[config.mk]
export PLATFORM = sky130hd
export DESIGN_NAME = vga_sync_decoder
export DESIGN_NICKNAME = d
export VERILOG_FILES = /design/src/rtl/vga_sync_decoder.sv
export SDC_FILE = /design/constraint.sdc
export NUM_CORES = 1
export LEC_CHECK = 0
export BUFFER_PORTS_ARGS = -buffer_cell sky130_fd_sc_hd__clkbuf_2
export CORE_UTILIZATION = 35
export CTS_CLUSTER_SIZE = 40
export DETAILED_ROUTE_END_ITERATION = 12
export PLACE_DENSITY = 0.58
export RECOVER_POWER = 25
export SLEW_MARGIN = 20
export SYNTH_ARGS = -nofsm -noshare
export SYNTH_HDL_FRONTEND = slang
export SYNTH_SLANG_ARGS = --single-unit
export TNS_END_PERCENT = 50
[constraint.sdc]
create_clock -name CLK -period 4.1 [get_ports CLK]
set_input_delay 0.205 -clock CLK [delete_from_list [all_inputs] [get_ports CLK]]
set_output_delay 0.205 -clock CLK [all_outputs]
set_load 0.03 [all_outputs]
[src/rtl/vga_sync_decoder.sv]
// vga_sync_decoder: recovers active-area pixel coordinates from raw VGA syncs,
// measures line/frame lengths and tracks whether the incoming timing is stable.
module vga_sync_decoder #(
    parameter int unsigned H_TOTAL     = 800,
    parameter int unsigned H_SYNC      = 96,
    parameter int unsigned H_BP        = 48,
    parameter int unsigned H_ACTIVE    = 640,
    parameter int unsigned V_TOTAL     = 525,
    parameter int unsigned V_SYNC      = 2,
    parameter int unsigned V_BP        = 33,
    parameter int unsigned V_ACTIVE    = 480,
    parameter int unsigned LOCK_FRAMES = 2
) (
    input  logic       CLK,
    input  logic       ResetN,
    input  logic       HSYNC,
    input  logic       VSYNC,
    output logic [9:0] PixelX,
    output logic [9:0] LineY,
    output logic       DataValid,
    output logic       FrameStart,
    output logic       Locked,
    output logic       SyncErr,
    output logic [9:0] HTotal,
    output logic [9:0] VTotal
);

    localparam logic [9:0]  HStart = 10'(H_SYNC + H_BP);
    localparam logic [9:0]  HEnd   = 10'(H_SYNC + H_BP + H_ACTIVE - 1);
    localparam logic [9:0]  VStart = 10'(V_SYNC + V_BP);
    localparam logic [9:0]  VEnd   = 10'(V_SYNC + V_BP + V_ACTIVE - 1);
    localparam logic [10:0] HTot   = 11'(H_TOTAL);
    localparam logic [10:0] VTot   = 11'(V_TOTAL);
    localparam logic [7:0]  LockN  = 8'(LOCK_FRAMES);
    localparam logic [9:0]  CntMax = 10'h3FF;

    typedef enum logic [1:0] {StSearch, StCheck, StLocked} state_e;

    logic       hs_meta_q, hs_sync_q, hs_prev_q;
    logic       vs_meta_q, vs_sync_q, vs_prev_q;
    logic       vfall_q, vfall_d;
    logic [9:0] hcnt_q, hcnt_d, vcnt_q, vcnt_d;
    logic [9:0] htotal_q, htotal_d, vtotal_q, vtotal_d;
    logic [9:0] pixel_x_q, pixel_x_d, line_y_q, line_y_d;
    logic       dv_q, dv_d, fs_q, fs_d, serr_q, serr_d;
    logic [7:0] good_cnt_q, good_cnt_d;
    state_e     state_q, state_d;

    logic        hfall, vs_fall, frame_start, line_bad, frame_bad, in_win;
    logic [10:0] hcnt_inc, vcnt_inc;

    // Edge detection and line/frame length measurement.
    always_comb begin
        hfall       = hs_prev_q & ~hs_sync_q;
        vs_fall     = vs_prev_q & ~vs_sync_q;
        frame_start = hfall & vfall_q;
        hcnt_inc    = {1'b0, hcnt_q} + 11'd1;
        vcnt_inc    = {1'b0, vcnt_q} + 11'd1;
        // A missing HSYNC is flagged once, on the cycle hcnt reaches saturation.
        line_bad    = (hfall && (hcnt_inc != HTot)) || (!hfall && (hcnt_q == CntMax - 10'd1));
        frame_bad   = frame_start && (vcnt_inc != VTot);

        vfall_d  = vs_fall | (vfall_q & ~hfall);
        fs_d     = frame_start;
        hcnt_d   = hfall ? 10'd0 : ((hcnt_q == CntMax) ? hcnt_q : hcnt_inc[9:0]);
        // Reported lengths saturate so a lost sync reads as 1023 rather than wrapping.
        htotal_d = hfall ? (hcnt_inc[10] ? CntMax : hcnt_inc[9:0]) : htotal_q;
        vcnt_d   = vcnt_q;
        vtotal_d = vtotal_q;
        if (hfall) begin
            if (vfall_q) begin
                vcnt_d   = 10'd0;
                vtotal_d = vcnt_inc[10] ? CntMax : vcnt_inc[9:0];
            end else begin
                vcnt_d = (vcnt_q == CntMax) ? vcnt_q : vcnt_inc[9:0];
            end
        end
    end

    // Lock FSM: next state, good-frame counter and error pulse.
    always_comb begin
        state_d    = state_q;
        good_cnt_d = good_cnt_q;
        serr_d     = 1'b0;
        unique case (state_q)
            StSearch: begin
                if (frame_start) begin
                    state_d    = StCheck;
                    good_cnt_d = 8'd0;
                end
            end
            StCheck: begin
                if (line_bad || frame_bad) begin
                    state_d    = StSearch;
                    good_cnt_d = 8'd0;
                end else if (frame_start) begin
                    good_cnt_d = good_cnt_q + 8'd1;
                    if (good_cnt_q + 8'd1 >= LockN) begin
                        state_d = StLocked;
                    end
                end
            end
            StLocked: begin
                if (line_bad || frame_bad) begin
                    serr_d     = 1'b1;
                    state_d    = StSearch;
                    good_cnt_d = 8'd0;
                end
            end
            default: state_d = StSearch;
        endcase
    end

    // Registered pixel outputs track the next counter values so they align with hcnt/vcnt.
    always_comb begin
        in_win = (state_d == StLocked) &&
                 (hcnt_d >= HStart) && (hcnt_d <= HEnd) &&
                 (vcnt_d >= VStart) && (vcnt_d <= VEnd);
        dv_d      = in_win;
        pixel_x_d = in_win ? (hcnt_d - HStart) : 10'd0;
        line_y_d  = in_win ? (vcnt_d - VStart) : 10'd0;
    end

    // All state: synchronizers, counters, measurements, FSM and registered outputs.
    always_ff @(posedge CLK or negedge ResetN) begin
        if (!ResetN) begin
            hs_meta_q  <= 1'b0;
            hs_sync_q  <= 1'b0;
            hs_prev_q  <= 1'b0;
            vs_meta_q  <= 1'b0;
            vs_sync_q  <= 1'b0;
            vs_prev_q  <= 1'b0;
            vfall_q    <= 1'b0;
            hcnt_q     <= 10'd0;
            vcnt_q     <= 10'd0;
            htotal_q   <= 10'd0;
            vtotal_q   <= 10'd0;
            pixel_x_q  <= 10'd0;
            line_y_q   <= 10'd0;
            dv_q       <= 1'b0;
            fs_q       <= 1'b0;
            serr_q     <= 1'b0;
            good_cnt_q <= 8'd0;
            state_q    <= StSearch;
        end else begin
            hs_meta_q  <= HSYNC;
            hs_sync_q  <= hs_meta_q;
            hs_prev_q  <= hs_sync_q;
            vs_meta_q  <= VSYNC;
            vs_sync_q  <= vs_meta_q;
            vs_prev_q  <= vs_sync_q;
            vfall_q    <= vfall_d;
            hcnt_q     <= hcnt_d;
            vcnt_q     <= vcnt_d;
            htotal_q   <= htotal_d;
            vtotal_q   <= vtotal_d;
            pixel_x_q  <= pixel_x_d;
            line_y_q   <= line_y_d;
            dv_q       <= dv_d;
            fs_q       <= fs_d;
            serr_q     <= serr_d;
            good_cnt_q <= good_cnt_d;
            state_q    <= state_d;
        end
    end

    assign PixelX     = pixel_x_q;
    assign LineY      = line_y_q;
    assign DataValid  = dv_q;
    assign FrameStart = fs_q;
    assign SyncErr    = serr_q;
    assign Locked     = (state_q == StLocked);
    assign HTotal     = htotal_q;
    assign VTotal     = vtotal_q;

endmodule

==> impl_metrics.csv, run 1 <==
group,metric,value,unit
grt,gr-total-overflow,0,
sta,grt_setup_unrepaired,"no",
yosys,syn_avg_cell_area,9.57,um^2
sta,finalSetupViolations,0,
cts,path_clk_slew,0.07,ns
outcome,status,"finished with violations",
grt,first_global_vias,3282,
critical_path,worst-path-buf-inv,2,
layout,nFillCells,1152,
place,hpwl,6840,um
place,io_buffers,47,
yosys,synthTopCellsByCount,"80 x dfrtp_1, 54 x nor2_1, 36 x nand2_1",
detailed_routing,drc,8,
sta,relSlewSlack,-31.0,%
pwr,sw_frac_of_total,32.3,%
yosys,synth_area_leaders,"dfrtp_1 48%, nor2_1 4.8%, ha_1 3.6%, nand2_1 3.2%, o21ai_0 2.8%",
worst_hold_path,whs_path_depth,0,
pwr,p_clk_share,36.3,%
cts,clock_sinks,80,
critical_path,critical_path.slowest_cell,"a211oi_1",
critical_path,cp_max_fo,20,
sta,slew_violations,81,
cts,cts_buffers,9,
die,die_area,12400,um^2
critical_path,required,4.35,ns
yosys,synthArstFlopShare,100,%
critical_path,cp.depth,11,
yosys,ys_types,66,
layout,n_antenna_cell,0,
yosys,synth_edf_count,0,
detailed_routing,ant_nets,0,
worst_hold_path,hp-start,"hs_meta_q",
detailed_routing,wl_per_cell,15.1,um
yosys,ys_ff_latch,80,
critical_path,critical-path-max-stage-delay,0.57,ns
critical_path,cpMostUsedCell,"ha_1",
die,die_h,111,um
yosys,synth_most_common_cell,"dfrtp_1",
sta,fin_crit,3.49,ns
critical_path,reg2reg_depth,11,
grt,grt_first_pass_wirelength,16300,um
grt,grt_max_degree,81,
die,die_x,111,um
outcome,violations,"design-rule violations, max-capacitance violations, max-slew violations",
cts,insertion_delay,0.34,ns
pwr,p_int,1.43,mW
layout,seq_area,2000,um^2
cts,htree_levels,3,
worst_hold_path,min_path_type,"flop to flop",
yosys,yosys.area.top_type_share,47.8,%
critical_path,r2r_setup_slack,0.61,ns
sta,finalHoldViolations,0,
critical_path,rr_startpoint,"hcnt_q[0]",
pwr,pwr-share-seq,44.2,%
layout,multi_input_area,1980,um^2
grt,grt_antenna_before_repair,0,
yosys,synthFlopType,"dfrtp_1",
yosys,ys_seq_area_share,47.8,%
critical_path,end_kind,"flop",
sta,tns,0,ns
detailed_routing,vias,3337,
critical_path,path_cells,"ha_1 > and4_1 > a211oi_1 > inv_1 > ha_1 > a221oi_1 > a211o_1 > and3_1 > nand2_1 > buf_4 > nor3b_2",
place,globalplace.congestion,0.911,
pwr,leakage,2.25,nW
detailed_routing,drt_iter0_drc,234,
sta,timing.fmax,286,MHz
worst_hold_path,hold_path_end,"hs_sync_q",
yosys,ys_warn_count,0,
die,row_count,39,
critical_path,start_kind,"flop",
grt,grt_use_total,16.4,%
critical_path,cp_top_family,"compound AO/OA/AOI/OAI gates",
critical_path,worst-setup-path-type,"flop to flop",
pwr,p_comb_share,19.5,%
die,ios,48,
yosys,synth_cells,437,
sta,worst_pin_slew,1.96,ns
sta,finClkSkew,0.0114,ns
critical_path,r2r-end,"LineY[5]",
layout,nNetsFinal,496,
detailed_routing,first_pass_iters,8,
pwr,p_per_area,437,nW/um^2
pwr,p_switching,683,uW
layout,final_util,42.1,%
critical_path,cp.arrival,3.75,ns
detailed_routing,vias_per_cell,5.31,
die,start_util,36.3,%
yosys,yosysTopAreaCell,"dfrtp_1",
detailed_routing,routed_wl,9500,um
sta,period_share,85.2,%
yosys,syn_area,4180,um^2
layout,synthToLayoutAreaGrowth,15.8,%
cts,ctsLongestPathBuffers,2,
job,cap_violations,1,
cts,tritoncts,"yes",
cts,root_buffer,"clkbuf_16",
die,core,11500,um^2
pwr,vdd_drop_max,0.251,mV
layout,layout-drive-gt1-share,17.5,%
yosys,synthesis.nets,453,
cts,post_cts_buffers,0,
what timing repair did:
item,4_1_cts,5_1_grt
hold buffers,2,1
hold endpoints to repair,2,80
resized for setup,0,0
sequential cells by signal, summed over array words and instances (netlist names), 2 cells and up:
signal	cells
state_q	2
PixelX	10
VTotal	10
LineY	10
good_cnt_q	8
HTotal	10
hcnt_q	10
vcnt_q	10
layout by cell type, fill, tap and decap left out, drive strengths merged, types with 4 or more instances in the layout:
cell type and n:
a211oi 5, a21o 6, a21oi 17, a31oi 13, and2 6, and3 10
buf 9, clkbuf 57, dfrtp 80, ha 12, inv 18, mux2i 4
nand2 37, nand2b 8, nand3 13, nand4 6, nor2 54, nor2b 7
nor3 13, o21ai 26, o31ai 7, o41ai 4, or3 5, xnor2 13
xor2 9
through the flow:
step	hold slack, ns	setup WS, ns	cell area [um^2]	std cells	power [mW]
6_report	0.343	0.606	4840	628	2.11
5_1_grt	0.353	0.310	4840	628	2.23
4_1_cts	0.0840	0.633	4840	627	2.15
3_5_place_dp	0.319	0.643	4530	609	1.36
3_3_place_gp	0.316	0.895	4530	609	1.36
2_1_floorplan	-0.0906	1.21	4180	437	1.22
cell families (layout without fill, tap and decap cells):
family | count (synthesis) | count (layout) | synth area share [%]
AND/OR/NAND/NOR | 171 | 171 | 20.4
AO/OA/AOI/OAI | 106 | 106 | 17.8
flip-flops | 80 | 80 | 47.8
buffers and inverters | 42 | 90 | 4.81
XOR/XNOR | 22 | 22 | 4.61
adder cells (fa/ha/maj) | 12 | 12 | 3.59
multiplexers | 4 | 4 | 0.957
per-layer routing:
metal  routed length, um  global-route usage (%)  up-vias
li1                    -                       -     1634
met1                4530                    21.5     1625
met2                4500                    26.3       72
met3                 381                    4.68        6
met4                  88                    5.05        0
met5                   0                       0        -
layout make-up:
| type | instances | share of cell area, % |
|---|---|---|
| multi-input combinational | 315 | 40.9 |
| sequential | 80 | 41.3 |
| clock buffer | 10 | 4.93 |
| inverter | 15 | 1.16 |
| timing repair buffer | 59 | 6.87 |
| clock inverter | 6 | 1.06 |
| tap | 143 | 3.69 |
power by group through the flow:
stage	Clock, mW	Combinational, mW	Sequential, mW
after floorplan	0	0.234	0.989
after global placement	0	0.410	0.946
after detailed placement	0	0.414	0.949
after CTS	0.794	0.416	0.936
after global routing	0.824	0.456	0.947
final	0.767	0.413	0.934
how the worst max path moves through the flow:
stage / start / end
after global routing: hcnt_q[0] / LineY[5]
final: hcnt_q[0] / LineY[5]
after CTS: hcnt_q[0] / LineY[5]
after floorplan: vcnt_q[1] / PixelX[4]
after global placement: hcnt_q[0] / LineY[5]
after detailed placement: hcnt_q[0] / LineY[5]
(Power assumes the default switching activity.)
==> run 2, diff against run 1 <==
--- a/config.mk
+++ b/config.mk
@@ -11,6 +11,7 @@
 export DETAILED_ROUTE_END_ITERATION = 12
 export PLACE_DENSITY = 0.58
 export RECOVER_POWER = 25
+export REMOVE_ABC_BUFFERS = 1
 export SLEW_MARGIN = 20
 export SYNTH_ARGS = -nofsm -noshare
 export SYNTH_HDL_FRONTEND = slang
==> impl_metrics.csv, run 2 (same netlist as run 1, synthesis figures left out) <==
group,metric,value,unit
die,die_x,111,um
detailed_routing,vias_per_cell,5.39,
detailed_routing,wl_per_cell,15.7,um
cts,htree_levels,3,
detailed_routing,ant_nets,0,
cts,path_clk_slew,0.06,ns
pwr,p_total,2.20,mW
pwr,vdd_drop_max,0.265,mV
grt,grt_first_pass_wirelength,16500,um
layout,layout-drive-gt1-share,12.8,%
critical_path,required,4.29,ns
grt,grt_max_degree,81,
layout,final_common_cell,"dfrtp_1",
cts,tritoncts,"yes",
die,start_util,36.3,%
grt,gr-total-overflow,0,
detailed_routing,drt_iter0_drc,163,
layout,n_antenna_cell,0,
worst_hold_path,min_path_type,"flop to flop",
sta,finalHoldViolations,0,
detailed_routing,drc,2,
outcome,status,"finished with violations",
cts,insertion_delay,0.34,ns
cts,post_cts_buffers,0,
critical_path,end_kind,"flop",
sta,fin_crit,3.48,ns
detailed_routing,vias,3375,
layout,final_cell_mix,"80 x dfrtp_1, 54 x nor2_1, 36 x nand2_1, 29 x clkbuf_2, 23 x o21ai_0",
critical_path,cpMostUsedCell,"ha_1",
detailed_routing,routed_wl,9820,um
pwr,p_per_area,455,nW/um^2
layout,synthToLayoutAreaGrowth,15.5,%
job,cap_violations,1,
outcome,violations,"design-rule violations, max-capacitance violations, max-slew violations",
critical_path,start_kind,"flop",
critical_path,critical-path-max-stage-delay,0.52,ns
grt,grt_antenna_before_repair,0,
critical_path,path_cells,"ha_1 > nand4_1 > a32o_1 > ha_1 > o41ai_2 > a21oi_1 > a31o_1 > nand2_1 > buf_4 > nor2_1",
cts,cts_buffers,9,
cts,ctsLongestPathBuffers,2,
cts,root_buffer,"clkbuf_16",
sta,period_share,84.8,%
sta,finClkSkew,0.00706,ns
die,die_h,111,um
cts,clock_sinks,80,
die,ios,48,
critical_path,cp.arrival,3.67,ns
sta,grt_setup_unrepaired,"no",
place,globalplace.congestion,0.885,
critical_path,worst-path-buf-inv,1,
die,core,11500,um^2
place,hpwl,6860,um
die,die_area,12400,um^2
place,io_buffers,47,
critical_path,worst-setup-path-type,"flop to flop",
critical_path,cp_max_fo,20,
sta,finalSetupViolations,0,
sta,tns,0,ns
sta,worst_pin_slew,1.99,ns
critical_path,critical_path.slowest_cell,"dfrtp_1",
layout,nNetsFinal,494,
grt,first_global_vias,3234,
sta,slew_violations,81,
sta,timing.fmax,288,MHz
detailed_routing,first_pass_iters,11,
die,row_count,39,
pwr,leakage,2.19,nW
grt,grt_use_total,16.8,%
sta,relSlewSlack,-32.9,%
critical_path,cp_top_family,"compound AO/OA/AOI/OAI gates",
run 2: path summary, 6_finish.rpt:
kind                            slack, ns       endpoint  startpoint  cells past startpoint
min in group asynchronous            0.94  good_cnt_q[3]      ResetN                      2
worst min register to register       0.35      vs_sync_q   vs_meta_q                      0
worst min-delay path                 0.35      vs_sync_q   vs_meta_q                      0
worst max register to register       0.62       LineY[0]   vcnt_q[0]                     10
max in group asynchronous            1.93      VTotal[5]      ResetN                      2
worst max-delay path                 0.62       LineY[0]   vcnt_q[0]                     10
run 2: worst register-to-register path, stage by stage (launching register included):
cell and delay (ns):
dfrtp_1 0.52, ha_1 0.47, nand4_1 0.48, a32o_1 0.44, ha_1 0.25, o41ai_2 0.47, a21oi_1 0.12, a31o_1 0.20
nand2_1 0.06, buf_4 0.24, nor2_1 0.08
run 2: final cells by class:
type	instances	area, um^2
timing repair buffer	57	295
tap	143	179
clock inverter	3	65.1
inverter	15	56.3
sequential	80	2000
multi-input combinational	315	1980
fill	1149	6690
clock buffer	13	250
run 2: report_power, final:
group | switching [mW] | total, mW | leakage (nW) | internal, mW
logic | 0.267 | 0.410 | 0.978 | 0.143
registers | 0.0782 | 0.933 | 1.06 | 0.854
clock network | 0.305 | 0.855 | 0.154 | 0.549
run 2: timing repair:
action,in CTS,in global routing
hold endpoints to repair,2,45
gates resized for setup,0,0
hold buffers,2,1
run 2: metal layers:
metal	track usage (%)	vias up	share of wire [%]
li1	-	1636	-
met1	22.0	1636	47
met2	27.3	90	47
met3	3.97	13	4.3
met4	5.50	0	1.6
met5	0	-	0
run 2: through the flow:
stage / instance area [um^2] / utilization (%) / setup slack, ns / hold slack, ns / instances
2_1_floorplan: 4040 / - / 0.162 / -0.0906 / 410
3_3_place_gp: 4510 / 39.2 / 0.740 / 0.325 / 607
3_5_place_dp: 4510 / 39.2 / 0.657 / 0.328 / 607
4_1_cts: 4850 / 42.1 / 0.608 / 0.0873 / 625
5_1_grt: 4830 / 41.9 / 0.294 / 0.366 / 626
6_report: 4830 / 41.9 / 0.624 / 0.350 / 626
==> run 3, diff against run 2 <==
--- a/config.mk
+++ b/config.mk
@@ -5,6 +5,7 @@
 export SDC_FILE = /design/constraint.sdc
 export NUM_CORES = 1
 export LEC_CHECK = 0
+export ABC_AREA = 1
 export BUFFER_PORTS_ARGS = -buffer_cell sky130_fd_sc_hd__clkbuf_2
 export CORE_UTILIZATION = 35
 export CTS_CLUSTER_SIZE = 40
==> constraint.sdc (replaced) <==
create_clock -name CLK -period 3.4 [get_ports CLK]
set_input_delay 0.17 -clock CLK [delete_from_list [all_inputs] [get_ports CLK]]
set_output_delay 0.17 -clock CLK [all_outputs]
set_load 0.03 [all_outputs]
==> impl_metrics.csv, run 3 <==
group,metric,value,unit
outcome,violations,"max-capacitance violations, max-slew violations",
grt,grtUsageMet1,23.7,%
grt,first_global_vias,3429,
layout,final_util,43.0,%
cts,tritoncts,"yes",
layout,fin_area,5180,um^2
sta,finalHoldViolations,0,
place,place_area,4810,um^2
yosys,synthArstFlopShare,100,%
detailed_routing,vias_per_cell,4.61,
sta,slew_violations,81,
yosys,ys_warn_count,0,
critical_path,worst-setup-path-type,"flop to flop",
cts,root_buffer,"clkbuf_16",
pwr,p_per_area,547,nW/um^2
die,die_x,114,um
yosys,yosysTopAreaCell,"dfrtp_1",
die,start_util,36.1,%
yosys,synth_most_common_cell,"nand2_1",
grt,met2_usage,24.4,%
sta,timing.fmax,348,MHz
critical_path,end_kind,"flop",
yosys,yosys.area.top_type_share,46.0,%
yosys,ys_types,37,
layout,n_antenna_cell,0,
grt,grt_first_pass_wirelength,16600,um
sta,fin_crit,2.88,ns
sta,relSlewSlack,-30.9,%
sta,grt_setup_unrepaired,"no",
grt,grt_antenna_before_repair,0,
pwr,vdd_drop_max,0.277,mV
yosys,syn_area,4350,um^2
critical_path,required,3.61,ns
grt,grt_use_total,16.3,%
layout,synthToLayoutAreaGrowth,19.1,%
die,row_count,40,
grt,gr-total-overflow,0,
pwr,p_switching,881,uW
job,cap_violations,1,
yosys,syn_avg_cell_area,7.89,um^2
cts,post_cts_buffers,0,
grt,grt.met3_usage,2.18,%
pwr,p_clk_share,39.0,%
yosys,ys_ff_latch,80,
pwr,sw_frac_of_total,31.1,%
die,core,12100,um^2
outcome,status,"finished with violations",
cts,ctsLongestPathBuffers,2,
yosys,ys_seq_area_share,46.0,%
cts,cts_resized,0,
cts,clock_sinks,80,
layout,nNetsFinal,629,
grt,grt_max_degree,81,
detailed_routing,ant_nets,0,
sta,period_share,84.6,%
place,io_buffers,47,
detailed_routing,routed_wl,9570,um
detailed_routing,wl_per_cell,12.2,um
critical_path,cp_max_fo,21,
sta,finalSetupViolations,0,
yosys,synthFlopType,"dfrtp_1",
grt,grt_busiest_layer,"met2",
cts,insertion_delay,0.34,ns
yosys,synthTopCellsByCount,"167 x nand2_1, 80 x dfrtp_1, 71 x inv_1",
detailed_routing,drt_iter0_drc,234,
cts,cts_hold_buf,2,
layout,layout-drive-gt1-share,21.5,%
yosys,synth_area_leaders,"dfrtp_1 46%, nand2_1 14%, inv_1 6.1%, nand3_1 5.1%, nor2_1 4.9%",
worst_hold_path,min_path_type,"flop to flop",
yosys,synth_edf_count,0,
die,die_area,12900,um^2
detailed_routing,drc,0,
die,die_h,114,um
yosys,synth_cells,552,
place,hpwl,7130,um
cts,cts_buffers,9,
sta,worst_pin_slew,1.96,ns
layout,final_common_cell,"nand2_1",
pwr,pwr-share-seq,39.2,%
detailed_routing,vias,3620,
critical_path,cp.arrival,3.09,ns
cts,htree_levels,3,
sta,finClkSkew,0.00684,ns
pwr,leakage,2.82,nW
critical_path,start_kind,"flop",
layout,final_cell_mix,"167 x nand2_1, 80 x dfrtp_1, 71 x inv_1, 56 x nor2_1, 47 x clkbuf_2",
cts,path_clk_slew,0.06,ns
pwr,p_int,1.95,mW
pwr,p_comb_share,21.7,%
detailed_routing,first_pass_iters,4,
place,globalplace.congestion,0.830,
die,ios,48,
## run 3: power by group through the flow
stage | Combinational (mW) | Sequential [mW] | Clock (mW)
detailed placement | 0.612 | 1.13 | 0
global placement | 0.610 | 1.13 | 0
CTS | 0.618 | 1.11 | 1.13
global route | 0.691 | 1.13 | 1.18
floorplan | 0.363 | 1.19 | 0
finish | 0.615 | 1.11 | 1.11
## run 3: layout make-up
class	count	area [um^2]
clock buffer	10	229
clock inverter	6	116
fill	1220	6880
inverter	75	282
multi-input combinational	387	2010
sequential	80	2000
tap	168	210
timing repair buffer	60	340
## run 3: layer usage
layer	vias to the layer above	part of all wire [%]	wire length, um
met2	65	44	4210
met4	0	1.9	185
li1	1851	-	-
met1	1688	52	4930
met3	16	2.6	245
met5	-	0	0
## run 3: logic make-up after synthesis
family                   share of synthesized area (%)
AND/OR/NAND/NOR                                   34.8
buffers and inverters                             7.99
flip-flops                                        46.0
AO/OA/AOI/OAI                                     5.52
adder cells (fa/ha/maj)                           3.45
XOR/XNOR                                          2.21
## run 3: path summary, 6_finish.rpt
path,startpoint,endpoint,slack [ns],depth (start not counted)
max,hcnt_q[0],LineY[9],0.52,20
min,hs_meta_q,hs_sync_q,0.36,0
max reg2reg,hcnt_q[0],LineY[9],0.52,20
min reg2reg,hs_meta_q,hs_sync_q,0.36,0
max in group asynchronous,ResetN,FrameStart,1.30,2
min in group asynchronous,ResetN,PixelX[3],0.94,2
## run 3: critical path, cell delays in order (launching register included)
cell and delay (ns):
dfrtp_1 0.43, ha_1 0.24, inv_1 0.08, nor2_4 0.19, nand3_4 0.20, inv_1 0.09
nor2_1 0.05, nor2_1 0.26, inv_1 0.13, ha_1 0.21, nand2_1 0.06, nor2_1 0.04
nand2_1 0.06, nand2_1 0.05, nand2_1 0.05, nand2_1 0.05, nand2_1 0.07, nor2_2 0.04
nand2_2 0.05, buf_4 0.32, nor2_1 0.08
## run 3: per-stage QoR
step	setup WS (ns)	TNS (ns)	instances	power, mW	hold slack, ns
3_5_place_dp	0.547	0	767	1.74	0.284
3_3_place_gp	0.631	0	767	1.74	0.279
5_1_grt	0.132	0	786	2.99	0.365
6_report	0.525	0	786	2.83	0.360
4_1_cts	0.504	0	785	2.86	0.0472
2_1_floorplan	-0.124	-2.12	542	1.56	-0.126
